**src/rtl/fft_sched_pkg.sv**
```systemverilog
// Shared types and helpers for the radix-2 DIF FFT butterfly scheduler.
// Used by fft_dif_sched; optional bit-reversed readout is enabled with FFT_SCHED_BITREV_EN.
package fft_sched_pkg;

    localparam int unsigned MAX_AW = 12;
    localparam int unsigned IW     = $clog2(MAX_AW);

    typedef enum logic [2:0] {
        IDLE,
        RUN,
        DRAIN,
        RDOUT,
        DONE
    } sched_state_e;

    // Write-back distance from read strobe to RAM write
    function automatic int unsigned sched_delay(input int unsigned rd_lat,
                                                input int unsigned bf_lat);
        return rd_lat + bf_lat;
    endfunction

    function automatic int unsigned stage_w(input int unsigned log2n);
        return (log2n > 1) ? $clog2(log2n) : 1;
    endfunction

    function automatic logic [MAX_AW-1:0] bfly_span(input int unsigned s,
                                                    input int unsigned log2n);
        return MAX_AW'(1) << (log2n - 1 - s);
    endfunction

    // Upper-leg address: group base (g * 2 * span) plus offset j inside the group
    function automatic logic [MAX_AW-1:0] bfly_addr_a(input logic [MAX_AW-1:0] k,
                                                      input int unsigned s,
                                                      input int unsigned log2n);
        logic [MAX_AW-1:0] span;
        logic [MAX_AW-1:0] j;
        logic [MAX_AW-1:0] g;
        span = bfly_span(s, log2n);
        j    = k & (span - MAX_AW'(1));
        g    = k >> (log2n - 1 - s);
        return (g << (log2n - s)) | j;
    endfunction

    function automatic logic [MAX_AW-1:0] bfly_tw(input logic [MAX_AW-1:0] k,
                                                  input int unsigned s,
                                                  input int unsigned log2n);
        logic [MAX_AW-1:0] span;
        span = bfly_span(s, log2n);
        return (k & (span - MAX_AW'(1))) << s;
    endfunction

    function automatic logic [MAX_AW-1:0] bit_rev(input logic [MAX_AW-1:0] n,
                                                  input int unsigned log2n);
        logic [MAX_AW-1:0] r;
        r = '0;
        for (int unsigned i = 0; i < MAX_AW; i++) begin
            if (i < log2n) begin
                r[IW'(log2n - 1 - i)] = n[IW'(i)];
            end
        end
        return r;
    endfunction

endpackage

```
**src/rtl/fft_addr_delay.sv**
```systemverilog
// Fixed-depth shift register carrying {valid, addr_a, addr_b} from read to write-back.
// pend_c flags a valid entry still in flight ahead of the output stage.
module fft_addr_delay #(
    parameter int unsigned W     = 9,
    parameter int unsigned DEPTH = 6
) (
    input  logic         clk_i,
    input  logic         rst_i,
    input  logic [W-1:0] din,
    output logic [W-1:0] dout,
    output logic         pend_c
);

    logic [W-1:0] sr [DEPTH];

    always_ff @(posedge clk_i) begin
        if (rst_i) begin
            for (int unsigned i = 0; i < DEPTH; i++) begin
                sr[i] <= '0;
            end
        end else begin
            sr[0] <= din;
            for (int unsigned i = 1; i < DEPTH; i++) begin
                sr[i] <= sr[i-1];
            end
        end
    end

    assign dout = sr[DEPTH-1];

    always_comb begin
        pend_c = 1'b0;
        for (int unsigned i = 0; i + 1 < DEPTH; i++) begin
            pend_c = pend_c | sr[i][W-1];
        end
    end

endmodule

```
**src/rtl/fft_dif_sched.sv**
```systemverilog
// In-place single-butterfly scheduler for an N-point radix-2 DIF FFT.
// Define FFT_SCHED_BITREV_EN to add the bit-reversed readout phase and its ports.
module fft_dif_sched
    import fft_sched_pkg::*;
#(
    parameter int unsigned LOG2N  = 4,
    parameter int unsigned RD_LAT = 1,
    parameter int unsigned BF_LAT = 5,
    parameter int unsigned AW     = LOG2N
) (
    input  logic                         clk_i,
    input  logic                         rst_i,
    input  logic                         start_i,
    output logic                         busy_o,
    output logic                         done_o,
    output logic [stage_w(LOG2N)-1:0]    stage_o,
    output logic                         rd_en_o,
    output logic [AW-1:0]                rd_addr_a_o,
    output logic [AW-1:0]                rd_addr_b_o,
    output logic [LOG2N-2:0]             tw_addr_o,
    output logic                         bf_en_o,
    input  logic                         bf_valid_i,
    output logic                         wr_en_o,
    output logic [AW-1:0]                wr_addr_a_o,
    output logic [AW-1:0]                wr_addr_b_o,
`ifdef FFT_SCHED_BITREV_EN
    input  logic                         rdout_req_i,
    output logic [AW-1:0]                rdout_addr_o,
    output logic                         rdout_vld_o,
`endif
    output logic                         err_o
);

    localparam int unsigned N  = 1 << LOG2N;
    localparam int unsigned KW = LOG2N - 1;
    localparam int unsigned SW = stage_w(LOG2N);
    localparam int unsigned D  = sched_delay(RD_LAT, BF_LAT);
    localparam int unsigned DW = 2 * AW + 1;

    sched_state_e      state_q, state_d;
    logic [SW-1:0]     s_q, s_d;
    logic [KW-1:0]     k_q, k_d;
    logic              err_clr;
    logic              drain_done;
    logic [AW-1:0]     addr_a_d, addr_b_d;
    logic [KW-1:0]     tw_d;
    logic [DW-1:0]     dly_out;
    logic              pend_c;
    logic [RD_LAT-1:0] bf_sr;
`ifdef FFT_SCHED_BITREV_EN
    logic [AW-1:0]     n_q, n_d;
`endif

    fft_addr_delay #(
        .W     (DW),
        .DEPTH (D)
    ) u_dly (
        .clk_i  (clk_i),
        .rst_i  (rst_i),
        .din    ({rd_en_o, rd_addr_a_o, rd_addr_b_o}),
        .dout   (dly_out),
        .pend_c (pend_c)
    );

    assign {wr_en_o, wr_addr_a_o, wr_addr_b_o} = dly_out;

    // Last write of the stage is on the RAM port and nothing else is in flight
    assign drain_done = wr_en_o & ~pend_c;

    // Next-state and next-address logic
    always_comb begin
        state_d = state_q;
        s_d     = s_q;
        k_d     = k_q;
        err_clr = 1'b0;
`ifdef FFT_SCHED_BITREV_EN
        n_d     = n_q;
`endif
        case (state_q)
            IDLE: begin
                if (start_i) begin
                    state_d = RUN;
                    s_d     = '0;
                    k_d     = '0;
                    err_clr = 1'b1;
                end
            end
            RUN: begin
                if (k_q == KW'(N / 2 - 1)) begin
                    state_d = DRAIN;
                end else begin
                    k_d = k_q + KW'(1);
                end
            end
            DRAIN: begin
                if (drain_done) begin
                    if (s_q == SW'(LOG2N - 1)) begin
`ifdef FFT_SCHED_BITREV_EN
                        state_d = RDOUT;
                        n_d     = '0;
`else
                        state_d = DONE;
`endif
                    end else begin
                        state_d = RUN;
                        s_d     = s_q + SW'(1);
                        k_d     = '0;
                    end
                end
            end
`ifdef FFT_SCHED_BITREV_EN
            RDOUT: begin
                if (rdout_req_i) begin
                    n_d = n_q + AW'(1);
                    if (n_q == AW'(N - 1)) begin
                        state_d = DONE;
                    end
                end
            end
`endif
            default: state_d = IDLE;
        endcase

        addr_a_d = AW'(bfly_addr_a(MAX_AW'(k_d), 32'(s_d), LOG2N));
        addr_b_d = addr_a_d + AW'(bfly_span(32'(s_d), LOG2N));
        tw_d     = KW'(bfly_tw(MAX_AW'(k_d), 32'(s_d), LOG2N));
    end

    // State and registered outputs, driven from next-state values
    always_ff @(posedge clk_i) begin
        if (rst_i) begin
            state_q     <= IDLE;
            s_q         <= '0;
            k_q         <= '0;
            busy_o      <= 1'b0;
            done_o      <= 1'b0;
            stage_o     <= '0;
            rd_en_o     <= 1'b0;
            rd_addr_a_o <= '0;
            rd_addr_b_o <= '0;
            tw_addr_o   <= '0;
            bf_sr       <= '0;
            err_o       <= 1'b0;
        end else begin
            state_q     <= state_d;
            s_q         <= s_d;
            k_q         <= k_d;
            busy_o      <= (state_d == RUN) || (state_d == DRAIN) || (state_d == RDOUT);
            done_o      <= (state_d == DONE);
            stage_o     <= s_d;
            rd_en_o     <= (state_d == RUN);
            rd_addr_a_o <= (state_d == RUN) ? addr_a_d : '0;
            rd_addr_b_o <= (state_d == RUN) ? addr_b_d : '0;
            tw_addr_o   <= (state_d == RUN) ? tw_d : '0;
            bf_sr[0]    <= rd_en_o;
            for (int unsigned i = 1; i < RD_LAT; i++) begin
                bf_sr[i] <= bf_sr[i-1];
            end
            err_o       <= err_clr ? 1'b0 : (err_o | (bf_valid_i ^ wr_en_o));
        end
    end

    assign bf_en_o = bf_sr[RD_LAT-1];

`ifdef FFT_SCHED_BITREV_EN
    always_ff @(posedge clk_i) begin
        if (rst_i) begin
            n_q          <= '0;
            rdout_vld_o  <= 1'b0;
            rdout_addr_o <= '0;
        end else begin
            n_q          <= n_d;
            rdout_vld_o  <= (state_q == RDOUT) && rdout_req_i;
            rdout_addr_o <= ((state_q == RDOUT) && rdout_req_i)
                            ? AW'(bit_rev(MAX_AW'(n_q), LOG2N)) : '0;
        end
    end
`endif

endmodule

```
**config.mk**
```make
export PLATFORM = sky130hd
export DESIGN_NAME = fft_dif_sched
export DESIGN_NICKNAME = d
export VERILOG_FILES = /design/src/rtl/fft_sched_pkg.sv /design/src/rtl/fft_addr_delay.sv /design/src/rtl/fft_dif_sched.sv
export SDC_FILE = /design/constraint.sdc
export NUM_CORES = 1
export LEC_CHECK = 0
export CAP_MARGIN = 20
export CORE_MARGIN = 1.5
export CORE_UTILIZATION = 45
export DETAILED_ROUTE_END_ITERATION = 7
export DONT_BUFFER_PORTS = 1
export PLACE_DENSITY = 0.62
export SYNTH_ARGS = -nofsm -noshare
export SYNTH_HDL_FRONTEND = slang
export SYNTH_SLANG_ARGS = --single-unit
```
**constraint.sdc**
```tcl
create_clock -name clk_i -period 3.3 [get_ports clk_i]
set_input_delay 0.66 -clock clk_i [delete_from_list [all_inputs] [get_ports clk_i]]
set_output_delay 0.66 -clock clk_i [all_outputs]
set_load 0.02 [all_outputs]
```
After elaboration in Yosys (flattened, before gate mapping)
Memory sizes are Yosys's and may differ from the RTL's.
Cells that the tools add are included.
- register bits: 24
- RAM bits: 54
- input port bits: 4
- logic and storage cells: 77
- memories kept: 1
- memories (memory ; depth ; bits a word ; rd ports ; clocked after Yosys merged registers in ; wr ports ; RTL line ; RTL):
    u_dly.sr ; 6 ; 9 ; 6 ; 0 ; 6 ; fft_addr_delay.sv:14 ; logic [W-1:0] sr [DEPTH];
- $add $sub $neg: 6
- equal/unequal tests: 8
- shift-type cells: 4
- multiplexer cells: 25
- bitwise gates (word level): 17
- reduce and logical (&&, ||, !) cells: 5
- operators with widths (cell ; count):
    9-bit two-way mux ; 6
    1-bit by 32-bit << shifter with 12-bit output, first input constant ; 1
    12-bit by 32-bit << shifter with 4-bit output ; 1
    3-bit by 32-bit >> shifter with 12-bit output ; 1
    3-bit two-way mux ; 8
    3-bit case mux with 3 select lines ; 2
    3-bit by 12-bit AND with 12-bit output ; 1
    12-bit by 2-bit << shifter with 3-bit output ; 1
    12-bit by 1-bit subtractor with 12-bit output, second input constant ; 1
    1-bit OR ; 11
    3-bit by 2-bit == test with 1-bit output, second input constant ; 3
    3-bit by 1-bit == test with 1-bit output, second input constant ; 2
    3-bit == test, second input constant ; 2
    2-bit two-way mux ; 3
    1-bit two-way mux ; 5
    4-bit adder ; 1
    4-bit OR ; 1
    2-bit case mux with 2 select lines ; 1
    2-bit OR reduction ; 2
    3-bit by 2-bit subtractor with 4-bit output, first input constant ; 1
    3-bit by 1-bit adder with 3-bit output, second input constant ; 1
    3-bit zero test ; 1
    2-bit by 2-bit subtractor with 3-bit output, first input constant ; 1
    2-bit by 1-bit adder with 2-bit output, second input constant ; 1
    other kinds (5) ; 7

Logic depth before layout (Yosys ltp)
- word-level depth: 14
- gate-level depth with buffers: 16
- mapped depth without buffers: 15

Hierarchy
A second synthesis with hierarchy kept.
- cells, all modules: 265
- area total of the unflattened synthesis: 2807.7 µm²
- modules (own cells, without submodules) (module ; instances ; cells each ; area an instance (µm²)):
    fft_addr_delay ; 1 ; 125 ; 1524.0
    fft_dif_sched ; 1 ; 140 ; 1283.7

Worst setup path before layout
OpenSTA, ideal clock, no wires.
- path kind: in2reg
- from: input port start_i
- to: register rd_addr_b_o[3]
- library setup time: 123 ps
- arrival: 3169 ps
- path slack: 8 ps
- stages: 14
- buffers on the path: 0
- cells stage by stage: or3b_4 and2_1 o221ai_2 inv_1 ha_1 xor2_1 a21oi_1 a21oi_1 inv_1 ha_1 a21o_1 a21oi_1 nand2b_1 mux2i_1
- longest elaborated chain between the ends: 8
- elaborated cells between the ends (all ways): 18
- those cells by class: 4 x add/sub; 1 x eq/ne; 3 x shift; 6 x mux; 3 x bitwise; 1 x reduce/logical
- RTL lines (what ; RTL line ; RTL):
    from (decl) ; fft_dif_sched.sv:13 ; input logic start_i,
    2-bit two-way mux * ; fft_dif_sched.sv:81 ; if (start_i) begin
    2-bit case mux with 2 select lines * ; fft_dif_sched.sv:79 ; case (state_q)
    named net s_d[0] ; fft_dif_sched.sv:41 ; logic [SW-1:0] s_q, s_d;
    2-bit by 2-bit subtractor with 3-bit output ; fft_sched_pkg.sv:28, fft_sched_pkg.sv:40 ;
    1-bit by 32-bit << shifter with 12-bit output ; - ;
    12-bit by 1-bit subtractor with 12-bit output ; - ;
    3-bit by 12-bit AND with 12-bit output ; - ;
    4-bit OR * ; fft_sched_pkg.sv:41 ; return (g << (log2n - s)) | j;
    named net addr_a_d[1] ; fft_dif_sched.sv:45 ; logic [AW-1:0] addr_a_d, addr_b_d;
    4-bit adder * ; fft_dif_sched.sv:125 ; addr_b_d = addr_a_d + AW'(bfly_span(32'(s_d), LOG2N));
    to (signal assigned) ; fft_dif_sched.sv:153 ; rd_addr_b_o <= (state_d == RUN) ? addr_b_d : '0;
    to (decl) ; fft_dif_sched.sv:19 ; output logic [AW-1:0] rd_addr_b_o,
Mark *: on every way through the listed nets, which the timed path passes. The rest lies on a longest branch.
A chain may end at the register's enable or synchronous reset.

Final worst setup path
- from: register state_q[2]
- to: register rd_addr_b_o[3]
- longest elaborated chain between the ends: 8
- elaborated cells between the ends (all ways): 21
- those cells by class: 4 x add/sub; 3 x eq/ne; 3 x shift; 6 x mux; 3 x bitwise; 2 x reduce/logical
- RTL lines (what ; RTL line ; RTL):
    from (decl) ; fft_dif_sched.sv:40 ; sched_state_e state_q, state_d;
    from (signal assigned) ; fft_dif_sched.sv:145 ; state_q <= state_d;
    3-bit by 2-bit == test with 1-bit output or 3-bit zero test (tied branches) ; fft_dif_sched.sv:79 ;
    2-bit case mux with 2 select lines * ; fft_dif_sched.sv:79 ;
    named net s_d[0] ; fft_dif_sched.sv:41 ;
    2-bit by 2-bit subtractor with 3-bit output ; fft_sched_pkg.sv:28, fft_sched_pkg.sv:40 ;
    1-bit by 32-bit << shifter with 12-bit output ; - ;
    12-bit by 1-bit subtractor with 12-bit output ; - ;
    3-bit by 12-bit AND with 12-bit output ; - ;
    4-bit OR * ; fft_sched_pkg.sv:41 ;
    named net addr_a_d[1] ; fft_dif_sched.sv:45 ;
    4-bit adder * ; fft_dif_sched.sv:125 ;
Marked as above.

==> impl_metrics.json <==
{
  "outcome": "finished, final reports clean",
  "ios": 31,
  "gp_congestion": 0.831,
  "fill_cells": 548,
  "critPathKind": "reg -> reg",
  "synth_area_per_cell_um2": 10.5,
  "rr_worst_depth": 13,
  "max_cap_violations": 0,
  "cts_setup_buffers": 0,
  "dieArea_um2": 6760,
  "cp_data_required_time_ps": 3510,
  "cts_tree": "built",
  "async_flop_share": 0,
  "clock_latency_ps": 330,
  "grt_max_degree": 66,
  "firstDrtPassIters": 4,
  "antenna_cells": 0,
  "power.density_nw_per_um2": 528,
  "synth_edf_count": 0,
  "clock_sink_count": 77,
  "ir_worst_vdd_v": 0.000232,
  "endpoint": "rd_addr_b_o[3]",
  "cp_max_fo": 10,
  "synth_nets": 284,
  "cts-htree-levels": 3,
  "num_vias": 1687,
  "cts_max_path_buffers": 2,
  "synthFlopType": "dfxtp_1",
  "period_needed_ps": 3040,
  "area_delta_synth_final_pct": 8.15,
  "worstSetupEndpointType": "flop",
  "grt_pass1_wl_um": 7030,
  "rsz0062_at_grt": "no",
  "total_power_mw": 1.61,
  "vias_per_cell": 4.79,
  "p_leak_nw": 1.24,
  "multiInputGateArea_um2": 1120,
  "drt_iter0_markers": 64,
  "cts.reportedPaths.clkPinSlew_ps": 80,
  "critPathLaunch": "state_q[2]",
  "initial_core_util": 0.471,
  "start_kind": "flop",
  "wire_per_inst_um": 12.1,
  "drt_wl_total_um": 4260,
  "max_freq_mhz": 329,
  "layout_commonest_cell": "dfxtp_1",
  "ys_seq_elements": 77,
  "port_buffers": 0,
  "worstReg2RegStart": "state_q[2]",
  "drive_above_1_share": 0.148,
  "grt.total_usage": 0.142,
  "regArea_um2": 1540,
  "cp_data_arrival_time_ps": 3250,
  "ant_nets": 0,
  "maxSlewViolCount": 0,
  "hold_class": "in -> reg",
  "hpwl_um": 2840,
  "nets": 286,
  "core_um2": 5990,
  "finalSetupTns_ps": 0,
  "antenna_found_initial": 0,
  "synth_cells": 270,
  "synth_cell_type_count": 49,
  "setup_viol": 0,
  "reg2reg_setup_slack_ps": 260,
  "worst_slew_pin_slew_ps": 632,
  "r2r_end": "rd_addr_b_o[3]",
  "worst_slack_ps": 263,
  "cts_buffers": 9,
  "dp_slack_ps": 45.6,
  "die_h_um": 82.2,
  "fin_worst_skew_ps": 6.40,
  "finalHoldViolations": 0,
  "synth_area_um2": 2820,
  "row_count": 28,
  "yosys_warnings": 0,
  "cts_root_buffer": "clkbuf_8",
  "ys_seq_area_frac": 0.546,
  "die_w_um": 82.2,
  "post-route-period-util": 0.920,
  "final_cell_mix": "dfxtp_1 (77), nor2b_1 (58), nor2_1 (16), a21oi_1 (14), buf_4 (12)",
  "slew_headroom": 0.578,
  "first_global_vias": 1498,
  "grt.overflow.total": 0,
  "drc": 0
}
repair_timing:
| action | CTS | global route |
|---|---|---|
| hold buffers | 0 | 0 |
| gates resized for setup | 0 | 1 |
| endpoints found under the setup margin | 0 | 1 |
state kept, by name (all words and copies together), names as in the netlist:
register / cells
rd_addr_a_o: 4
rd_en_o: 1
k_q: 3
state_q: 3
tw_addr_o: 3
u_dly.sr: 54
rd_addr_b_o: 4
s_q: 2
done_o: 1
err_o: 1
busy_o: 1
power by group:
part / switching (mW) / total (mW) / leakage [nW] / internal (mW)
Combinational: 0.0238 / 0.0450 / 0.531 / 0.0212
Sequential: 0.0138 / 0.953 / 0.622 / 0.939
Clock: 0.321 / 0.616 / 0.0897 / 0.295
cell type report:
| type | count | area share |
|---|---|---|
| clock buffers | 11 | 0.0463 |
| multi-input cells | 163 | 0.366 |
| repair buffers | 12 | 0.0295 |
| clock inverters | 5 | 0.0115 |
| inverters | 9 | 0.0111 |
| flip-flops and latches | 77 | 0.505 |
| well taps | 75 | 0.0307 |
stage by stage:
stage | utilization | instances | instance area [µm²] | hold slack [ps]
final | 0.510 | 352 | 3050 | 394
after global routing | 0.510 | 352 | 3050 | 370
after CTS | 0.509 | 352 | 3050 | 374
after detailed placement | 0.480 | 336 | 2880 | 420
after global placement | 0.480 | 336 | 2880 | 416
after floorplan | - | 270 | 2820 | 414
cell usage after synthesis, types with 2 or more instances:
cell type	number	area, µm²
o21ai_0	2	10.0
buf_4	8	60.1
ha_1	9	113
xor2_1	3	26.3
dfxtp_1	77	1540
and4_1	2	17.5
clkbuf_1	8	30.0
nand3_1	4	20.0
o221ai_2	2	30.0
buf_6	3	33.8
o32ai_2	2	32.5
a21oi_1	14	70.1
inv_1	8	30.0
nor2_1	16	60.1
nand2_1	8	30.0
nor2b_1	58	363
o22ai_1	2	12.5
mux2i_1	2	20.0
a31o_2	2	17.5
o31ai_1	2	15.0
nand2b_1	3	18.8
and2_1	4	25.0
nor3_1	5	25.0
logic make-up after synthesis:
group	after synthesis	synth area share
adders and majority gates	10	0.0470
and+or+nand+nor	110	0.229
xor gates and xnor gates	3	0.00931
muxes	2	0.00709
buffers and inverters	30	0.0589
AOI/OAI and AO/OA	38	0.103
DFF	77	0.546
worst min-delay path by stage:
stage	from	to	slack (ps)	cells past startpoint
after floorplan	u_dly.sr[0][1]	u_dly.sr[0][10]	410	1
after global placement	u_dly.sr[0][24]	u_dly.sr[0][33]	420	1
after detailed placement	u_dly.sr[0][11]	u_dly.sr[0][20]	420	1
after CTS	rst_i	u_dly.sr[0][22]	370	1
after global routing	rst_i	state_q[1]	370	1
final	rst_i	err_o	390	1
worst max-delay path: stages, from the launching register on:
cell	delay [ps]
dfxtp_1	410
or3b_4	450
and2_1	200
o221ai_2	240
inv_1	110
ha_2	390
nor2_1	80
a21oi_1	190
inv_1	70
ha_1	260
a21o_1	170
a21oi_1	160
nand2b_1	120
mux2i_1	70
routing by layer:
| metal | routed length (µm) | up-vias | global-route usage |
|---|---|---|---|
| li1 | - | 888 | - |
| met1 | 2160 | 756 | 0.189 |
| met2 | 1750 | 35 | 0.189 |
| met3 | 276 | 8 | 0.0736 |
| met4 | 70 | 0 | 0.0593 |
| met5 | 0 | - | 0 |
(Power assumes the default switching activity.)
==> patch 1 (same settings) <==
The option `FFT_SCHED_BITREV_EN` is turned on by a define.
--- a/src/rtl/fft_dif_sched.sv
+++ b/src/rtl/fft_dif_sched.sv
@@ -1,5 +1,7 @@
 // In-place single-butterfly scheduler for an N-point radix-2 DIF FFT.
 // Define FFT_SCHED_BITREV_EN to add the bit-reversed readout phase and its ports.
+`define FFT_SCHED_BITREV_EN
+
 module fft_dif_sched
     import fft_sched_pkg::*;
 #(
Interface: changed (added rdout_addr_o, rdout_req_i and rdout_vld_o); port bits go from 31 to 37. The function was not compared with the original's and may differ.
==> patch 1 against the original RTL <==
  * Final area increased by 21%
  * Synthesized cell count rose by 12%
  * First-iteration DRC count rose by 11%
  * Setup slack got worse by 0.14 ns
  * Area after synthesis is 15% higher
  * Sequential cell count is 9 higher
  * Combinational power rose by 79%
  * Total power is 23% higher
  * Largest power group unchanged
  * Cell count up 19%
  * Routed wire length up 32%
  * Largest cell class unchanged
==> patch 1: results <==
export IMPL_clock_skew_ns=0.00580
export IMPL_clkTransAtPathRegs_ns=0.09
export IMPL_dp_hpwl_mm=3.75
export IMPL_clk_latency_ns=0.35
export IMPL_cp_arrival_ns=3.42
export IMPL_worstMarginPinSlew_ns=0.555
export IMPL_grt_max_degree=68
export IMPL_dp_cells=396
export IMPL_first_pass_iters=4
export IMPL_ys_top_cells_by_count="86 x dfxtp_1, 57 x nor2b_1, 20 x nor2_1"
export IMPL_dpl_cell_area_um2=3390
export IMPL_synth_compound_area_share_pct=10.0
export IMPL_wl_per_cell_um=13.4
export IMPL_finalNetCount=333
export IMPL_status="finished clean"
export IMPL_seq_area_frac_synth_pct=53.0
export IMPL_drtIter0Drc=71
export IMPL_synthAdderAreaFrac_pct=4.08
export IMPL_path_max_fanout=9
export IMPL_vdd_ir_drop_max_mv=0.246
export IMPL_synth_fp_nets=318
export IMPL_synth_mux_area_share_pct=1.27
export IMPL_drive_gt1_share_pct=19.8
export IMPL_grt_pass1_wl_mm=8.96
export IMPL_cts_buffer_depth=2
export IMPL_synthArstFlopShare_pct=0
export IMPL_vias=2039
export IMPL_synth_distinct_cells=60
export IMPL_grt_usage_pct=15.7
export IMPL_routabilityCongestion=0.816
export IMPL_leakage_nw=1.43
export IMPL_grt_pass1_vias=1807
export IMPL_synth_area_top_cells="dfxtp_1 53%, nor2b_1 11%, ha_1 3.5%, nor2_1 2.3%, buf_4 2.1%"
export IMPL_synthXorXnorAreaFrac_pct=1.89
-- patch 1: changes by cell type after synthesis, sizes merged, moves of 3 or more --
cell	unedited run	this run
nor4	1	4
o211ai	0	3
a21oi	14	6
nand4	0	3
nor2	17	21
a31oi	1	5
xnor2	0	5
dfxtp	77	86
nand2	8	11
-- patch 1: final timing paths --
path	from	to	slack, ns	cells past startpoint
max	state_q[2]	rd_addr_b_o[3]	0.12	13
min	rst_i	u_dly.sr[0][41]	0.37	1
max reg2reg	state_q[2]	rd_addr_b_o[3]	0.12	13
min reg2reg	u_dly.sr[0][31]	u_dly.sr[0][40]	0.44	1
-- patch 1: logic make-up after synthesis --
kind of cell / after synthesis
and+or+nand+nor: 132
AOI/OAI and AO/OA: 36
adders and majority gates: 10
muxes: 4
buffers and inverters: 28
xor gates and xnor gates: 7
DFF: 86
-- patch 1: what timing repair did --
action	4_1_cts	5_1_grt
hold endpoints to repair	0	0
setup buffers	0	7
resized for setup	0	4
endpoints found under the setup margin	0	2
-- patch 1: layout make-up --
class / instances / area (um2)
Fill cell: 640 / 3220
Sequential cell: 86 / 1720
Multi-Input combinational cell: 189 / 1410
Timing Repair Buffer: 23 / 173
Clock buffer: 9 / 124
Tap cell: 96 / 120
Clock inverter: 7 / 106
Inverter: 9 / 36.3
-- patch 1: critical path, delay by kind of cell (launching register included) --
family                   cells  cell delay (ns)
AO/OA/AOI/OAI                2             0.35
multiplexers                 1             0.07
flip-flops                   1             0.42
adder cells (fa/ha/maj)      2             0.48
AND/OR/NAND/NOR              8             1.74
-- patch 1: where the power goes --
part           switching (mW)  internal (mW)
clock                   0.393          0.438
sequential             0.0199           1.05
combinational          0.0460         0.0345
-- patch 1: per-layer routing --
layer  vias up  share of wire (%)  track usage [%]
met3         9                4.4             4.05
met1       928                 47             20.7
li1       1053                  -                -
met5         -                  0                0
met2        49                 46             23.5
met4         0                1.9             8.23
-- patch 1: metrics by stage --
stage | total power, mW | hold slack [ns] | TNS [ns] | util (%) | setup slack (ns)
after CTS | 2.01 | 0.351 | 0 | 52.4 | 0.0646
after global placement | 1.18 | 0.416 | -0.0222 | 49.1 | -0.0222
after global routing | 2.06 | 0.355 | -0.0203 | 53.4 | -0.0203
after detailed placement | 1.18 | 0.420 | -0.0587 | 49.1 | -0.0587
after floorplan | 1.16 | 0.414 | 0 | - | 0.0261
final | 1.98 | 0.373 | 0 | 53.4 | 0.122
==> patch 2 (same flow settings) <==
Without the edit above. Re-encode `sched_state_e` (5 states) as one-hot, 5 bits wide.
--- a/src/rtl/fft_sched_pkg.sv
+++ b/src/rtl/fft_sched_pkg.sv
@@ -5,12 +5,12 @@
     localparam int unsigned MAX_AW = 12;
     localparam int unsigned IW     = $clog2(MAX_AW);
 
-    typedef enum logic [2:0] {
-        IDLE,
-        RUN,
-        DRAIN,
-        RDOUT,
-        DONE
+    typedef enum logic [4:0] {
+        IDLE  = 5'b00001,
+        RUN   = 5'b00010,
+        DRAIN = 5'b00100,
+        RDOUT = 5'b01000,
+        DONE  = 5'b10000
     } sched_state_e;
 
     // Write-back distance from read strobe to RAM write
Function: no difference found for any inputs over 10 cycles, from zero or initial values and one cycle with rst_i high; not proved beyond that.
==> patch 2 against the original RTL <==
  * Final area rose by 2.6%
  * Clock skew about the same
  * Total power grew 6.3%
  * Via count grew 0.95%
  * Setup slack worse by 0.073 ns
  * Sequential cell count grew 2
  * Area after synthesis up 2.5%
  * Routed wire length up 4.4%
  * Die area increased by 2.4%
  * Largest power group unchanged
==> patch 2: results <==
export IMPL_status="finished clean"
export IMPL_synth_fp_nets=281
export IMPL_antenna_cells=0
export IMPL_clk_latency_ns=0.35
export IMPL_top_regs="u_dly.sr: 54 flops, state_q: 5 flops"
export IMPL_hold_depth=1
export IMPL_whs_ns=0.376
export IMPL_ff2ff_path_depth=14
export IMPL_dp_cells=331
export IMPL_synth_distinct_cells=58
export IMPL_met2_usage_pct=20.0
export IMPL_dpl_cell_area_um2=2910
export IMPL_clock_skew_ns=0.00596
export IMPL_preCtsSetupSlack_ns=0.0720
export IMPL_layout_cells_non_filler=348
export IMPL_drive_gt1_share_pct=16.6
export IMPL_leakage_nw=1.25
export IMPL_whs_endpoint="s_q[0]"
export IMPL_pwr_share_clk_pct=42.1
export IMPL_clock_tree_root_cell="clkbuf_8"
export IMPL_vdd_ir_drop_max_mv=0.362
export IMPL_grt_usage_pct=14.2
export IMPL_wl_met3_um=259
export IMPL_cts_buffer_depth=2
export IMPL_synth_area_top_cells="dfxtp_1 55%, nor2b_1 12%, ha_1 3.9%, buf_4 2.1%, nor2_1 1.9%"
export IMPL_grt_pass1_vias=1567
export IMPL_synthArstFlopShare_pct=0
export IMPL_worst_path_largest_cell_delay_ns=0.40
export IMPL_cp_slowest_cell="nor4_4"
export IMPL_cts_buffers=9
export IMPL_pg_seq_uw=966
export IMPL_dp_hpwl_mm=2.84
export IMPL_grtUsageMet3_pct=6.46
export IMPL_grt_max_degree=67
export IMPL_synthFlopType="dfxtp_1"
export IMPL_wl_met1_mm=2.18
export IMPL_r2r_slack_ns=0.19
export IMPL_crit_family="compound AO/OA/AOI/OAI gates"
export IMPL_highest_layer="met4"
export IMPL_syn_inst=267
export IMPL_crit_required_ns=3.52
export IMPL_antenna_found_initial=0
export IMPL_portBuffers=0
export IMPL_switching_share_pct=22.5
export IMPL_startpoint="u_dly.sr[0][35]"
export IMPL_routed_wl_mm=4.44
export IMPL_fill_cells=588
export IMPL_internal_power_mw=1.33
export IMPL_drtIter0Drc=52
export IMPL_routabilityCongestion=0.846
export IMPL_seq_area_frac_synth_pct=54.6
export IMPL_vias=1703
export IMPL_grt_pass1_wl_mm=7.46
export IMPL_ys_top_cells_by_count="79 x dfxtp_1, 55 x nor2b_1, 15 x nor2_1"
export IMPL_path_max_fanout=11
export IMPL_syn_to_final_growth_pct=8.30
export IMPL_grtUsageMet1_pct=17.9
export IMPL_wl_met2_mm=1.91
export IMPL_first_pass_iters=4
-- patch 2: cell types whose count changed in the layout (fill, tap and decap cells not counted), moves of 3 or more --
cell / before / now
inv_1: 8 / 4
o21ai_0: 2 / 5
nor2b_1: 58 / 55
buf_4: 12 / 6
a21oi_1: 14 / 4
xnor2_1: 0 / 3
-- patch 2: layout make-up --
type | count | area (um2) | share of cell area [%]
Clock inverter | 7 | 81.3 | 2.59
Sequential cell | 79 | 1580 | 50.5
Tap cell | 77 | 96.3 | 3.07
Inverter | 7 | 28.8 | 0.918
Clock buffer | 9 | 124 | 3.95
Multi-Input combinational cell | 163 | 1180 | 37.6
Timing Repair Buffer | 6 | 45.0 | 1.44
-- patch 2: worst max-delay path by stage --
stage / endpoint / slack [ns] / cells past startpoint
finish: rd_addr_b_o[3] / 0.19 / 14
global route: rd_addr_b_o[2] / 0.006 / 14
CTS: rd_addr_b_o[3] / 0.15 / 14
detailed placement: rd_addr_b_o[3] / 0.07 / 14
global placement: rd_addr_b_o[3] / 0.13 / 14
floorplan: rd_addr_b_o[2] / 0.22 / 13
-- patch 2: cell families after synthesis --
| group | count (synthesis) | share of synthesized area [%] |
|---|---|---|
| XOR/XNOR | 6 | 1.82 |
| buffers and inverters | 25 | 4.93 |
| AND/OR/NAND/NOR | 111 | 24.2 |
| multiplexers | 1 | 0.346 |
| other | 1 | 0.130 |
| flip-flops | 79 | 54.6 |
| AO/OA/AOI/OAI | 34 | 9.34 |
| adder cells (fa/ha/maj) | 10 | 4.58 |
-- patch 2: timing repair --
| action | 4_1_cts | 5_1_grt |
|---|---|---|
| setup endpoints to repair | 0 | 3 |
| buffers inserted | 0 | 1 |
| resized for setup | 0 | 2 |
